$ cat src/rtl/divider_pkg.sv
`default_nettype none
// ============================================================================
// Module      : divider_pkg
// Description : Shared types and constants for the sequential restoring divider.
// Revision    : 1.0 - initial release
// ============================================================================
package divider_pkg;

    localparam int DEFAULT_WIDTH = 4;

    typedef enum logic [1:0] {
        IDLE    = 2'd0,
        LOAD    = 2'd1,
        RUNNING = 2'd2,
        DONE    = 2'd3
    } div_state_t;

endpackage
`default_nettype wire

$ cat src/rtl/div_controller.sv
`default_nettype none
// ============================================================================
// Module      : div_controller
// Description : IDLE/LOAD/RUNNING/DONE sequencer and iteration counter for the
//               restoring divider. Emits load/step/finish strobes and busy.
// Revision    : 1.0 - initial release
// ============================================================================
module div_controller
    import divider_pkg::*;
#(
    parameter int WIDTH = DEFAULT_WIDTH
) (
    input  logic clk_in,
    input  logic rst_in,
    input  logic start,
    input  logic div_zero,
    output logic load,
    output logic step,
    output logic finish,
    output logic busy
);

    localparam int              CW   = $clog2(WIDTH);
    localparam logic [CW-1:0]   LAST = CW'(WIDTH - 1);

    div_state_t       state;
    div_state_t       next_state;
    logic [CW-1:0]    count;

    // State register; busy is registered from the next state so it is a flop output
    always_ff @(posedge clk_in or posedge rst_in) begin
        if (rst_in) begin
            state <= IDLE;
            busy  <= 1'b0;
        end else begin
            state <= next_state;
            busy  <= (next_state != IDLE);
        end
    end

    // Iteration counter: WIDTH-1 down to 0, last RUNNING cycle is the one at 0
    always_ff @(posedge clk_in or posedge rst_in) begin
        if (rst_in) begin
            count <= '0;
        end else if (state == LOAD) begin
            count <= LAST;
        end else if (state == RUNNING) begin
            count <= count - 1'b1;
        end
    end

    // Next-state decode
    always_comb begin
        next_state = state;
        case (state)
            IDLE:    if (start) next_state = LOAD;
            LOAD:    next_state = div_zero ? DONE : RUNNING;
            RUNNING: if (count == '0) next_state = DONE;
            DONE:    next_state = IDLE;
            default: next_state = IDLE;
        endcase
    end

    assign load   = (state == LOAD);
    assign step   = (state == RUNNING);
    assign finish = (state == DONE);

endmodule
`default_nettype wire

$ cat src/rtl/divider.sv
`default_nettype none
// ============================================================================
// Module      : divider
// Description : Sequential restoring integer divider, one quotient bit per
//               clock, start/ready handshake. Define DIVIDER_SIGNED_EN for
//               two's-complement operands (truncating division).
// Revision    : 1.0 - initial release
// ============================================================================
module divider
    import divider_pkg::*;
#(
    parameter int WIDTH = DEFAULT_WIDTH
) (
    input  logic             clk_in,
    input  logic             rst_in,
    input  logic [WIDTH-1:0] dividend,
    input  logic [WIDTH-1:0] divisor,
    input  logic             start,
    output logic [WIDTH-1:0] quotient,
    output logic [WIDTH-1:0] remainder,
    output logic             div_by_zero,
    output logic             ready,
    output logic             busy
);

    logic             accept;
    logic             div_zero;
    logic             load;
    logic             step;
    logic             finish;
    logic [WIDTH-1:0] dd_cap;
    logic [WIDTH-1:0] dv_cap;
    logic [WIDTH-1:0] dd_mag;
    logic [WIDTH-1:0] dv_mag;
    logic [WIDTH:0]   rem_r;
    logic [WIDTH-1:0] quo_r;
    logic [WIDTH+1:0] rem_sh;
    logic [WIDTH+1:0] trial;
    logic [WIDTH-1:0] res_q;
    logic [WIDTH-1:0] res_r;

    assign accept   = start & ~busy;
    assign div_zero = (dv_cap == '0);

    div_controller #(
        .WIDTH (WIDTH)
    ) u_ctrl (
        .clk_in   (clk_in),
        .rst_in   (rst_in),
        .start    (start),
        .div_zero (div_zero),
        .load     (load),
        .step     (step),
        .finish   (finish),
        .busy     (busy)
    );

    // Operand capture on the accepting edge; held for sign recovery in DONE
    always_ff @(posedge clk_in or posedge rst_in) begin
        if (rst_in) begin
            dd_cap <= '0;
            dv_cap <= '0;
        end else if (accept) begin
            dd_cap <= dividend;
            dv_cap <= divisor;
        end
    end

`ifdef DIVIDER_SIGNED_EN
    // Magnitudes of the captured operands; the most-negative value maps to
    // 2^(WIDTH-1), which still fits as an unsigned WIDTH-bit magnitude.
    assign dd_mag = dd_cap[WIDTH-1] ? -dd_cap : dd_cap;
    assign dv_mag = dv_cap[WIDTH-1] ? -dv_cap : dv_cap;
    // Quotient negative when signs differ; remainder follows the dividend
    assign res_q  = (dd_cap[WIDTH-1] ^ dv_cap[WIDTH-1]) ? -quo_r : quo_r;
    assign res_r  = dd_cap[WIDTH-1] ? -rem_r[WIDTH-1:0] : rem_r[WIDTH-1:0];
`else
    assign dd_mag = dd_cap;
    assign dv_mag = dv_cap;
    assign res_q  = quo_r;
    assign res_r  = rem_r[WIDTH-1:0];
`endif

    // Shift {rem,quo} left one, then trial-subtract the divisor; the extra
    // top bit of trial is the borrow that decides restore vs keep.
    assign rem_sh = {rem_r, quo_r[WIDTH-1]};
    assign trial  = rem_sh - {2'b00, dv_mag};

    // Working registers: initialised in LOAD, one restoring step per RUNNING cycle
    always_ff @(posedge clk_in or posedge rst_in) begin
        if (rst_in) begin
            rem_r <= '0;
            quo_r <= '0;
        end else if (load) begin
            rem_r <= '0;
            quo_r <= dd_mag;
        end else if (step) begin
            if (!trial[WIDTH+1]) begin
                rem_r <= trial[WIDTH:0];
                quo_r <= {quo_r[WIDTH-2:0], 1'b1};
            end else begin
                rem_r <= rem_sh[WIDTH:0];
                quo_r <= {quo_r[WIDTH-2:0], 1'b0};
            end
        end
    end

    // Output registers: results and flag change only on the edge raising ready
    always_ff @(posedge clk_in or posedge rst_in) begin
        if (rst_in) begin
            quotient    <= '0;
            remainder   <= '0;
            div_by_zero <= 1'b0;
            ready       <= 1'b0;
        end else begin
            ready <= finish;
            if (finish) begin
                if (div_zero) begin
                    quotient    <= '1;
                    remainder   <= dd_cap;
                    div_by_zero <= 1'b1;
                end else begin
                    quotient    <= res_q;
                    remainder   <= res_r;
                    div_by_zero <= 1'b0;
                end
            end
        end
    end

endmodule
`default_nettype wire
$ cat config.mk
export PLATFORM = sky130hd
export DESIGN_NAME = divider
export DESIGN_NICKNAME = d
export VERILOG_FILES = /design/src/rtl/divider_pkg.sv /design/src/rtl/div_controller.sv /design/src/rtl/divider.sv
export SDC_FILE = /design/constraint.sdc
export NUM_CORES = 1
export LEC_CHECK = 0
export ABC_CLOCK_PERIOD_IN_PS = 1700
export CAP_MARGIN = 20
export CORE_ASPECT_RATIO = 1.2
export CORE_MARGIN = 2
export CORE_UTILIZATION = 51
export CTS_BUF_LIST = sky130_fd_sc_hd__clkbuf_8
export CTS_CLUSTER_SIZE = 10
export DETAILED_ROUTE_END_ITERATION = 12
export HOLD_SLACK_MARGIN = 0.12
export PLACE_DENSITY_LB_ADDON = 0.2
export SETUP_SLACK_MARGIN = 0.05
export SLEW_MARGIN = 20
export SYNTH_ARGS = -nofsm -noshare
export SYNTH_HDL_FRONTEND = slang
export SYNTH_SLANG_ARGS = --single-unit
$ cat constraint.sdc
create_clock -name clk_in -period 1.7 [get_ports clk_in]
set_input_delay 0.51 -clock clk_in [delete_from_list [all_inputs] [get_ports clk_in]]
set_output_delay 0.51 -clock clk_in [all_outputs]
set_load 0.01 [all_outputs]
Yosys cells after proc, flatten, opt, wreduce, memory -nomap -nowiden --
Cells that the tools add are included.
Storage, ports and cells: register bits after elaboration 32, input port bits 11, output and inout bits 11, word-level logic and storage cells 38
Operators by class: add/subtract/negate cells 2, eq/ne operators 3, multiplexer cells 15, bitwise operators 2, reductions and logical operators 5
Operators by type and width (count):
- 4-bit two-way mux | 4
- 5-bit two-way mux | 3
- 2-bit two-way mux | 4
- 2-bit one-hot mux with 4 select lines | 1
- 6-bit by 4-bit subtractor with 6-bit output | 1
- 2-bit equality test, second input constant | 2
- 2-bit logical NOT | 2
- 4-bit logical NOT | 1
- 2-bit nonzero test | 2
- 1-bit two-way mux | 3
- 2-bit by 1-bit equality test with 1-bit output, second input constant | 1
- 2-bit by 1-bit subtractor with 2-bit output, second input constant | 1
- 1-bit bitwise AND | 1
- 1-bit NOT | 1

Logic depth before layout (Yosys ltp) --
word-level depth 4, gate-level depth with buffers 9, mapped depth without buffers 9

By module --
From an unflattened synthesis, not the netlist that was laid out.
Unflattened totals: cell total of the unflattened synthesis 161, area, all modules 1685.4 um^2
Modules (own cells, without submodules):
- divider | times used 1, cells each 133, area each 1406.3 um^2, seq. area each 675.6 um^2
- div_controller | times used 1, cells each 28, area each 279.0 um^2, seq. area each 125.1 um^2

Worst setup path after synthesis --
No wires, ideal clock.
kind register to register, from register quo_r[3], to register rem_r[4], setup time 136 ps, data arrival time 1687 ps, required time 1564 ps, setup slack -123 ps, stages on the path, launching flop included 10, path buffers 0, period minus slack after synthesis 1823 ps, cells stage by stage dfrtp_1 > inv_1 > ha_1 > inv_1 > fa_1 > a21o_1 > a21oi_1 > o2111ai_1 > xnor2_1 > o22ai_1
Between the ends: word-level cells in the longest chain between the ends 4
Ends and longest elaborated chain:
- start, declared | line divider.sv:36 | logic [WIDTH-1:0] quo_r;
- start signal, assigned | line divider.sv:96 | quo_r <= dd_mag;
- start signal, assigned | line divider.sv:100 | quo_r <= {quo_r[WIDTH-2:0], 1'b1};
- start signal, assigned | line divider.sv:103 | quo_r <= {quo_r[WIDTH-2:0], 1'b0};
- 6-bit by 4-bit subtractor with 6-bit output | line divider.sv:87 | assign trial = rem_sh - {2'b00, dv_mag};
- 5-bit two-way mux | line divider.sv:98 | if (!trial[WIDTH+1]) begin
- 5-bit two-way mux | line divider.sv:97 | end else if (step) begin
- 5-bit two-way mux | line divider.sv:94 | end else if (load) begin
- end signal, assigned | line divider.sv:99 | rem_r <= trial[WIDTH:0];
- end signal, assigned | line divider.sv:102 | rem_r <= rem_sh[WIDTH:0];
- end, declared | line divider.sv:35 | logic [WIDTH:0] rem_r;
Every way passes these cells. The select of a mux whose other input is x is not followed. A chain may end at the register's enable or synchronous reset.

Worst setup path in the final report --
Ends and elaborated chain as after synthesis.

==> results_dict.tcl <==
set metrics [dict create \
    status "complete, but fails checks" \
    violations "setup timing" \
    overflow 0 \
    p_leak_nw 1.03 \
    cts.sinks 32 \
    avgSynthCellArea_sq_um 10.7 \
    die_area_sq_mm 0.00367 \
    start_kind "flip-flop" \
    drtIter0Drc 40 \
    grt_max_degree 33 \
    post_route_cells_drive_above_1_share 0.318 \
    clk_pin_slew_ps 70 \
    hold_class "reg -> reg" \
    gr-usage-all-layers 0.214 \
    place_congestion 0.797 \
    synthFlopType "dfrtp_1" \
    pin_count 22 \
    start_util 0.534 \
    grt_pass1_wl_microns 5960 \
    period_share 1.08 \
    ctsHoldBuffers 0 \
    peakVddDrop_uv 1830 \
    ys_ff_latch 32 \
    diodes 0 \
    max_freq_mhz 543 \
    worst_pin_slew_ps 385 \
    synth_top_family_by_area "compound AO/OA/AOI/OAI gates" \
    ys_top_cells_by_area "dfrtp_1 49%, ha_1 6.9%, mux2i_1 6.1%" \
    synthSimpleGateAreaFrac 0.0989 \
    power_density_mw_per_mm2 2400 \
    synth_compound_area_frac 0.150 \
    worst-setup-path-type "reg -> reg" \
    netlist_instances 152 \
    grt_setup_unrepaired "yes" \
    routed_wl_microns 3510 \
    post_layout_nonfiller_instances 237 \
    ant_nets 0 \
    htreeDepth 2 \
    syn_area_sq_mm 0.00163 \
    syn_to_final_growth_pct 40.0 \
    required_ps 1840 \
    synthXorXnorAreaFrac 0.0161 \
    synth_fp_nets 173 \
    cp_max_fo 2 \
    arrival_ps 1980 \
    synthMuxAreaShare 0.112 \
    detail_route.wl_per_cell_microns 14.8 \
    skew_ps 6.13 \
    max-cap-violations 0 \
    end_kind "flip-flop" \
    place_inst 225 \
    die_w_microns 55.6 \
    ys_warn_count 0 \
    setup_viol 2 \
    total_power_w 0.00548 \
    relSlewSlack 0.743 \
    async_flop_share 1.00 \
    fin_ws_ps -140 \
    synth_cell_type_count 30 \
    synth_edf_count 0 \
    final-hold-violation-count 0 \
    clockBufferDepth 2 \
    min_period_ps 1840 \
    grt_pass1_vias 1337 \
    timing.hold.ws_ps 508 \
    die_h_microns 66.0 \
    grt_antenna_before_repair 0 \
    drcViolationCount 0 \
    dp_hpwl_microns 2500 \
    synth-adder-area-share 0.0813 \
    yosysTopAreaCellShare 0.491 \
    yosys.area.top_type "dfrtp_1" \
    firstDrtPassIters 5 \
    tritoncts "yes" \
    vias 1231 \
    viasPerCell 5.19 \
    num_rows 22 \
    dpl_worst_slack_ps -177 \
    synth_seq_area_share 0.491 \
    io_buffers 21 \
    clk_latency_ps 280 \
    cts_root_buf "clkbuf_8" \
    core_area_sq_mm 0.00306 \
    drv_slew 0 \
    cts_buffers 5 \
    nNetsFinal 221 \
]
[registers in the layout, summed over array words and instances (netlist names)]
name and count:
rem_r 5, dd_cap 4, dv_cap 4, quo_r 4, quotient 4, remainder 4
u_ctrl.count 2, u_ctrl.state 2, div_by_zero 1, ready 1, u_ctrl.busy 1
[cells by family (layout without fill, tap and decap cells)]
group / Yosys count / count (layout)
multiplexers: 17 / 17
adder cells (fa/ha/maj): 10 / 10
flip-flops: 32 / 32
AND/OR/NAND/NOR: 33 / 33
XOR/XNOR: 3 / 3
buffers and inverters: 22 / 71
AO/OA/AOI/OAI: 35 / 35
[synth_stat cells, drive strengths merged (2+ instances only)]
| cell type | instances |
|---|---|
| a21oi | 15 |
| clkbuf | 6 |
| dfrtp | 32 |
| ha | 9 |
| inv | 16 |
| mux2 | 7 |
| mux2i | 10 |
| nand2 | 5 |
| nand2b | 2 |
| nor2 | 21 |
| nor2b | 2 |
| o2111ai | 2 |
| o211ai | 2 |
| o21a | 3 |
| o21ai | 4 |
| o22ai | 5 |
| xor2 | 2 |
[final cells by class]
cell class / instances / area, sq um
Multi-Input combinational cell: 98 / 858
Sequential cell: 32 / 802
Fill cell: 221 / 771
Timing Repair Buffer: 47 / 408
Clock buffer: 5 / 68.8
Inverter: 16 / 60.1
Tap cell: 36 / 45.0
Clock inverter: 3 / 42.5
[routing by layer]
layer | up-vias | GRT usage | share of wire | wire, microns
li1 | 613 | - | - | -
met1 | 592 | 0.235 | 0.41 | 1450
met2 | 18 | 0.393 | 0.55 | 1920
met3 | 8 | 0.0587 | 0.025 | 89
met4 | 0 | 0.0823 | 0.014 | 49
met5 | - | 0 | 0 | 0
[cells in the final DEF, fill, tap and decap left out, types with 6 or more instances in the layout]
master,synthesis,layout
mux2_2,6,6
inv_1,16,12
nor2_1,21,20
mux2i_1,10,10
a21oi_1,13,12
clkdlybuf4s50_1,0,10
dfrtp_1,32,31
dlygate4sd2_1,0,10
buf_4,0,25
[metrics by stage]
| stage | TNS, ps | cell area [sq um] | utilization |
|---|---|---|---|
| 2_1_floorplan | -85.0 | 1670 | - |
| 5_1_grt | -624 | 2280 | 0.748 |
| 3_5_place_dp | -467 | 2080 | 0.680 |
| 6_report | -170 | 2280 | 0.748 |
| 3_3_place_gp | -263 | 2080 | 0.680 |
| 4_1_cts | -138 | 2270 | 0.743 |
[report_power, final]
part | switching (W) | internal (W)
combinational | 0.00162 | 0.00171
sequential | 0.000271 | 0.00115
clock | 0.000293 | 0.000433
[worst max-delay path, cell delays in order (launching register included)]
cell and delay (ps):
dfrtp_1 390, inv_2 80, ha_4 120, inv_1 40, fa_2 330, a21o_1 170, a21oi_2 110, o2111ai_1 140
xnor2_1 190, o22ai_1 110
[path summary, 6_finish.rpt]
| path | start | to | slack (ps) | cells past startpoint |
|---|---|---|---|---|
| max | quo_r[3] | rem_r[4] | -140 | 9 |
| max reg2reg | quo_r[3] | rem_r[4] | -140 | 9 |
| max in group asynchronous | rst_in | rem_r[0] | 950 | 3 |
| min reg2reg | div_by_zero | div_by_zero | 510 | 1 |
| min | div_by_zero | div_by_zero | 510 | 1 |
| min in group asynchronous | rst_in | u_ctrl.busy | 570 | 3 |
[what timing repair did]
action | 4_1_cts | 5_1_grt
pin swaps | 7 | 2
setup buffers | 3 | 1
gates resized for setup | 25 | 2
endpoints found under the setup margin | 16 | 8
No activity file was read; power rests on OpenSTA's default activity.
